### config.mk
export PLATFORM = sky130hd
export DESIGN_NAME = reg_file_mp
export DESIGN_NICKNAME = d
export VERILOG_FILES = /design/src/rtl/napalm_pkg.sv /design/src/rtl/reg_file_rd_port.sv /design/src/rtl/reg_file_mp.sv
export SDC_FILE = /design/constraint.sdc
export NUM_CORES = 2
export LEC_CHECK = 0
export CAP_MARGIN = 10
export CORE_UTILIZATION = 60
export DETAILED_ROUTE_END_ITERATION = 7
export PLACE_DENSITY_LB_ADDON = 0.05
export SKIP_LAST_GASP = 1
export SYNTH_ARGS = -nofsm -noshare
export SYNTH_HDL_FRONTEND = slang
export SYNTH_SLANG_ARGS = --single-unit
### constraint.sdc
create_clock -name clk -period 3 [get_ports clk]
set_clock_uncertainty 0.2 [all_clocks]
set_input_delay 0.6 -clock clk [delete_from_list [all_inputs] [get_ports clk]]
set_output_delay 0.6 -clock clk [all_outputs]
set_load 0.02 [all_outputs]
### src/rtl/napalm_pkg.sv
// Shared architectural defaults and register-file types used by the
// decode, hazard and writeback stages.
package napalm_pkg;

    localparam int ARCH_DATA_W = 32;
    localparam int ARCH_ADDR_W = 5;

    typedef logic [ARCH_ADDR_W-1:0] reg_addr_t;
    typedef logic [ARCH_DATA_W-1:0] reg_data_t;

    // r0 is hardwired to zero
    localparam reg_addr_t ZERO_REG = '0;

endpackage

### src/rtl/reg_file_rd_port.sv
// One read port of reg_file_mp: zero-register check, optional same-cycle
// write bypass (REG_FILE_BYPASS_EN) and busy-bit select.
module reg_file_rd_port
    import napalm_pkg::*;
#(
    parameter int DATA_W = ARCH_DATA_W,
    parameter int ADDR_W = ARCH_ADDR_W,
    parameter int DEPTH  = 2**ADDR_W
) (
    input  logic [ADDR_W-1:0]             ra,
    input  logic [DEPTH-1:0][DATA_W-1:0]  gpr,
    input  logic [DEPTH-1:0]              busy,
    input  logic                          we,
    input  logic [ADDR_W-1:0]             wa,
    input  logic [DATA_W-1:0]             wd,
    output logic [DATA_W-1:0]             rd,
    output logic                          rbusy
);

    logic ra_zero;
    assign ra_zero = (ra == ADDR_W'(ZERO_REG));

`ifdef REG_FILE_BYPASS_EN
    logic byp_hit;
    assign byp_hit = we && (wa == ra) && !ra_zero;
`else
    // Write-side inputs only matter when forwarding is compiled in.
    logic unused_wr;
    assign unused_wr = ^{we, wa, wd};
`endif

    // Resolve read data and busy status for this port
    always_comb begin
        rd    = gpr[ra];
        rbusy = busy[ra];
`ifdef REG_FILE_BYPASS_EN
        if (byp_hit) rd = wd;
`endif
        if (ra_zero) begin
            rd    = '0;
            rbusy = 1'b0;
        end
    end

endmodule

### src/rtl/reg_file_mp.sv
// Multi-read-port GPR file with pending-write scoreboard.
// Optional feature macro: REG_FILE_BYPASS_EN (same-cycle write forwarding).
module reg_file_mp
    import napalm_pkg::*;
#(
    parameter int DATA_W = ARCH_DATA_W,
    parameter int ADDR_W = ARCH_ADDR_W,
    parameter int NUM_RD = 2
) (
    input  logic                       clk,
    input  logic                       rst_n,
    input  logic [NUM_RD*ADDR_W-1:0]   ra,
    output logic [NUM_RD*DATA_W-1:0]   rd,
    output logic [NUM_RD-1:0]          rbusy,
    input  logic                       we,
    input  logic [ADDR_W-1:0]          wa,
    input  logic [DATA_W-1:0]          wd,
    input  logic                       mark_en,
    input  logic [ADDR_W-1:0]          mark_a,
    input  logic                       flush
);

    localparam int DEPTH = 2**ADDR_W;

    logic [DEPTH-1:0][DATA_W-1:0] gpr_q, gpr_d;
    logic [DEPTH-1:0]             busy_q, busy_d;

    logic wr_hit, mark_hit;
    assign wr_hit   = we      && (wa     != ADDR_W'(ZERO_REG));
    assign mark_hit = mark_en && (mark_a != ADDR_W'(ZERO_REG));

    // Next-state: data write, then busy update with flush > mark > write-clear
    always_comb begin
        gpr_d  = gpr_q;
        busy_d = busy_q;
        if (wr_hit) begin
            gpr_d[wa]  = wd;
            busy_d[wa] = 1'b0;
        end
        if (mark_hit) busy_d[mark_a] = 1'b1;
        if (flush)    busy_d = '0;
    end

    // Storage and scoreboard registers, cleared on reset
    always_ff @(posedge clk or negedge rst_n) begin
        if (!rst_n) begin
            gpr_q  <= '0;
            busy_q <= '0;
        end else begin
            gpr_q  <= gpr_d;
            busy_q <= busy_d;
        end
    end

    for (genvar i = 0; i < NUM_RD; i++) begin : g_rd
        reg_file_rd_port #(
            .DATA_W (DATA_W),
            .ADDR_W (ADDR_W),
            .DEPTH  (DEPTH)
        ) u_port (
            .ra    (ra[i*ADDR_W +: ADDR_W]),
            .gpr   (gpr_q),
            .busy  (busy_q),
            .we    (we),
            .wa    (wa),
            .wd    (wd),
            .rd    (rd[i*DATA_W +: DATA_W]),
            .rbusy (rbusy[i])
        );
    end

endmodule
Word-level counts from Yosys, hierarchy flattened

Cells that the tools add are included.

Bits in registers: 1,056
Latch bits: 0
Bits in writable memories: 0
ROM bits: 0
Input bits: 57
Output and inout bits: 66
Logic and storage cells: 72
Memories: 0

Add/subtract/negate cells: 0
Multiply operators: 0
Div/mod/pow operators: 0
Magnitude comparators: 6
Eq/ne operators: 0
Shift-type cells: 0
Muxes and demuxes: 22
Bitwise operators: 3
Reductions and logical operators: 8

Operators with widths:

| cell                                                | number |
|---|---|
| bitwise mux 1024 bit                                | 1 |
| binary-select mux 32 bit (select 5 bit)             | 2 |
| two-way mux 32 bit                                  | 8 |
| demux 32 bit (select 5 bit)                         | 1 |
| AND 32 bit                                          | 1 |
| inverter 32 bit                                     | 1 |
| OR 32 bit                                           | 1 |
| < comparator 5 x 6 -> 1 bit, second input constant  | 4 |
| binary-select mux 1 bit (select 5 bit)              | 2 |
| demux 1 bit (select 5 bit)                          | 2 |
| >= comparator 5 x 1 -> 1 bit, second input constant | 2 |
| logical NOT 5 bit                                   | 2 |
| nonzero test 5 bit                                  | 2 |
| two-way mux 1 bit                                   | 6 |
| logical AND 1 bit                                   | 4 |

Depth between registers and ports, before layout

Depth after elaboration: 10
Mapped depth: 8
Depth with buffers taken out: 4

Cells and area by module

A second synthesis with hierarchy kept.

Cell total of the unflattened synthesis: 3,789
Area, all modules: 57,081.0 um^2

Modules (own cells, without submodules):

| module           | times used | cells an instance | area each (um^2) | sequential area each (um^2) |
|---|---|---|---|---|
| reg_file_mp      | 1          | 2,421             | 39,581.7         | 26,425.3 |
| reg_file_rd_port | 2          | 684               | 8,749.6          | 0.0 |

Worst setup path after synthesis

OpenSTA, ideal clock, no wires.

Path type: input-to-output
From: input ra[1]
To: output rd[15]
Arrival time: 2.183 ns
Data required time: 2.200 ns
Setup slack: 0.017 ns
Stages: 7
Path buffers: 3
Cell sequence: buf_6 nor2b_1 clkbuf_1 clkbuf_1 a221oi_1 o21ai_1 a311oi_1

Word-level cells in the longest chain between the ends: 3
Elaborated cells on any way between the ends: 4
Those cells by class: 3 x mux; 1 x reduce/logical

Ends and longest elaborated chain:

| element                                  | RTL line               | text |
|---|---|---|
| from (decl)                              | reg_file_mp.sv:12      | `input logic [NUM_RD*ADDR_W-1:0] ra,` |
| binary-select mux 32 bit (select 5 bit)  | reg_file_rd_port.sv:34 | `rd = gpr[ra];` |
| two-way mux 32 bit (not written as such) | reg_file_rd_port.sv:34 |  |
| two-way mux 32 bit *                     | reg_file_rd_port.sv:39 | `if (ra_zero) begin` |
| to (decl)                                | reg_file_mp.sv:13      | `output logic [NUM_RD*DATA_W-1:0] rd,` |

Mark *: on every way between the ends. The rest lies on a longest branch, timed or not. The select of a mux whose other input is x is not followed.

Worst setup path after layout

From: register gpr_q[714] in the netlist's numbering
To: output rd[42]

Word-level cells in the longest chain between the ends: 3

Ends and longest elaborated chain:

| element                                  | RTL line               | text |
|---|---|---|
| from (decl)                              | reg_file_mp.sv:25      | `logic [DEPTH-1:0][DATA_W-1:0] gpr_q, gpr_d;` |
| from (signal assigned)                   | reg_file_mp.sv:50      | `gpr_q <= gpr_d;` |
| binary-select mux 32 bit (select 5 bit)  | reg_file_rd_port.sv:34 |  |
| two-way mux 32 bit (not written as such) | reg_file_rd_port.sv:34 |  |
| two-way mux 32 bit                       | reg_file_rd_port.sv:39 |  |

No other way between the ends. The select of a mux whose other input is x is not followed.

==> results_dict.tcl <==
set metrics [dict create \
    status "finished with violations" \
    violated_checks "negative setup slack" \
    place.detailed.hpwl_um 130000 \
    setup_viol 66 \
    top_level_ports 123 \
    dr.first_iter.drc_count 4384 \
    cp-start-kind "register" \
    reg_to_reg_start "gpr_q[453]$_DFFE_PN0P_" \
    power_per_cell_area_nw_per_um2 611 \
    grt_first_pass_wirelength_um 302000 \
    grt_antenna_before_repair 7 \
    post-route-period-util 1.10 \
    unrepaired_setup_endpoints_after_global_routing "yes" \
    power_switching_share 0.283 \
    detailed_place.area_um2 63200 \
    commonest_non_fill_non_tap_cells_in_the_layout "1056 x dfrtp_1, 873 x mux2_2, 504 x buf_4" \
    detail-route-antenna-nets 0 \
    detail_route.first_pass.iterations 5 \
    drt_drc_violations_left 0 \
    routed_via_density 7.19 \
    p_int_mw 31.7 \
    setup_tns_ns -10.99 \
    r2r.worst_path.cells 3 \
    slew_headroom 0.251 \
    fin_total_pwr_mw 44.2 \
    initial_utilization 0.605 \
    worstMarginPinSlew_ns 1.12 \
    first_global_vias 42900 \
    worst_path_max_delay_cell "a311oi_2" \
    rr_endpoint "gpr_q[453]$_DFFE_PN0P_" \
    timing.critical_path.slowest_cell_delay_ns 0.52 \
    place.detailed.instances 5265 \
    critical_path_arrival_ns 2.50 \
    hold_path.class "reg2reg" \
    number_of_synthesized_register_bits 1056 \
    place_ws_ns -0.884 \
    whs_endpoint "gpr_q[4]$_DFFE_PN0P_" \
    vdd_drop_max_mv 0.567 \
    asyncSetResetFlopFracSynth 1.00 \
    max_cap_violations 0 \
    power_leakage_nw 31.9 \
    cts_tree "yes" \
    worst-endpoint-required_ns 2.20 \
    reg2reg_slack_ns 1.72 \
    stdcell_area_um2 72300 \
    drive_above_1_share 0.619 \
    critical-path-top-delay-family "compound AO/OA/AOI/OAI gates" \
    synth.yosys.seq_area_share 0.461 \
    synth_cell_type_count 53 \
    tritoncts.num_buffers 114 \
    place_congestion 0.922 \
    clk_latency_ns 0.70 \
    cts_sinks 1056 \
    clock_power_share 0.331 \
    report.final.hold_viol_count 0 \
    synth_top_area_share 0.461 \
    endpoint_kind "output port" \
    synth_top_flop_cell "dfrtp_1" \
    worst-setup-path-type "reg2out" \
    min-delay-start "gpr_q[4]$_DFFE_PN0P_" \
    core_um2 94900 \
    min_path_cells 0 \
    yosys_warnings 0 \
    global_route.overflow_total 0 \
    finalHoldWorstSlack_ns 0.193 \
    minimum_clock_period_after_layout_ns 3.30 \
    worstPathMaxFanout 2 \
    grt_use_total 0.431 \
    final_standard_cell_utilization_of_the_core 0.762 \
    synthTopCellsByArea "dfrtp_1 46%, mux2_2 18%, mux4_2 17%" \
    worstPathCellList "buf_6, mux2i_4, a221oi_2, o21ai_1, a311oi_2, buf_4" \
    largest_net_degree_at_the_start_of_global_routing 108 \
    finalMaxSlewViolations 0 \
    power_frac_seq 0.428 \
    filler_cell_count 5569 \
    combPwrFrac 0.241 \
    synth_fp_nets 3867 \
    place.port_buffers 122 \
    worstPathBufferInverterCount 2 \
    overall_die_height_um 311 \
    layout.cells.most_common "dfrtp_1" \
    final.setup.worst_slack_ns -0.300 \
    clk_path_buf_depth 3 \
    nets 4400 \
    fmax_mhz 303 \
    postSynthCellCount 3810 \
    clock-root-buffer "clkbuf_16" \
    h-tree-depth 3 \
    die_w_um 311 \
    die_area_um2 96900 \
    layout-area-overhead-vs-synth_pct 26.1 \
    synth.avg_cell_area_um2 15.1 \
    post_synth_instance_area_um2 57400 \
    detailroute.via_count 41000 \
    fin_cells 5705 \
    rows 113 \
    p_sw_mw 12.5 \
    postRouteWirelength_um 208000 \
    netlist.top_cell.by_area "dfrtp_1" \
    wl_per_cell_um 36.4 \
    synth_edf_count 0 \
    clk_pin_slew_ns 0.06 \
]
[cells by family (layout without fill, tap and decap cells)]
kind of cell / after synthesis / count (layout) / synth area share
flops: 1056 / 1056 / 0.461
buf+inv: 462 / 1091 / 0.0487
compound gates: 411 / 411 / 0.0520
other cells: 0 / 1 / 0
mux: 1652 / 1652 / 0.416
simple gates: 229 / 229 / 0.0224
[timing repair]
item                                    CTS  global route
gates resized for setup                 717           166
endpoints found under the setup margin   66            66
buffers inserted                        163            58
endpoints found under the hold margin    77             0
hold buffers                              1             0
gates cloned                             23             4
pin swaps                                95            77
[flip-flops by register name, summed over array words and instances, names as in the netlist]
signal,count
gpr_q,1024
busy_q,32
[power by group through the flow]
stage / clock [mW] / sequential [mW] / combinational, mW
after global routing: 15.3 / 19.2 / 11.1
after global placement: 0 / 18.7 / 8.76
final: 14.6 / 18.9 / 10.6
after floorplan: 0 / 18.3 / 6.40
after CTS: 14.7 / 18.8 / 10.2
after detailed placement: 0 / 19.1 / 9.06
[layout make-up]
class                   count  area (um^2)  share of cell area
multi-input cells        2292        30100               0.417
flip-flops and latches   1056        26400               0.365
repair buffers            874        10300               0.142
clock buffers             162         3350              0.0463
well taps                1265         1580              0.0219
clock inverters            50          531             0.00733
inverters                   5         28.8            0.000398
diodes                      1         2.50           0.0000346
[synth_stat cells (2+ instances only)]
cell                n
nand2b_1           16
nor3_1              3
nand2_2             3
nor3b_2             4
and3b_1             4
a22oi_1            84
mux2i_1           132
mux2_1            121
nor2_1             35
o21ai_0            69
buf_4              53
mux4_2            426
mux2_2            908
a211oi_1           66
o21ai_1            46
or4_4               2
a21oi_1            11
and2_1             10
clkbuf_1          171
and3_1              4
a311oi_2            2
a311oi_1           64
clkdlybuf4s50_2     2
or2_1               2
buf_12              4
mux2_4             29
inv_1               4
nand3_1             5
mux4_1             35
nand2_1            58
nor2_2              2
clkbuf_8            7
o2111ai_1          17
nor2b_1            74
dfrtp_1          1056
a221oi_2            5
clkbuf_2            5
buf_2             145
buf_6              69
a221oi_1           44
[worst reg2reg max path: stages, from the launching register on]
cell and delay (ns):
dfrtp_1 0.44, buf_4 0.16, buf_4 0.11, mux2_2 0.26
[per-layer routing]
| metal | vias to the layer above | wire length [um] | track usage |
|---|---|---|---|
| met2 | 2664 | 92200 | 0.639 |
| met5 | - | 69 | 0 |
| met1 | 21700 | 77300 | 0.590 |
| met4 | 10 | 13500 | 0.223 |
| met3 | 769 | 24500 | 0.115 |
| li1 | 15900 | - | - |
[how the worst max path moves through the flow]
stage / to / from / depth (start not counted)
6_report: rd[42] / gpr_q[714]$_DFFE_PN0P_ / 6
5_1_grt: rd[55] / ra[5] / 9
4_1_cts: rd[55] / ra[5] / 9
3_5_place_dp: rd[55] / ra[7] / 8
3_3_place_gp: rd[55] / ra[7] / 8
2_1_floorplan: rd[15] / ra[1] / 7
Power figures use the tool's default switching activity.
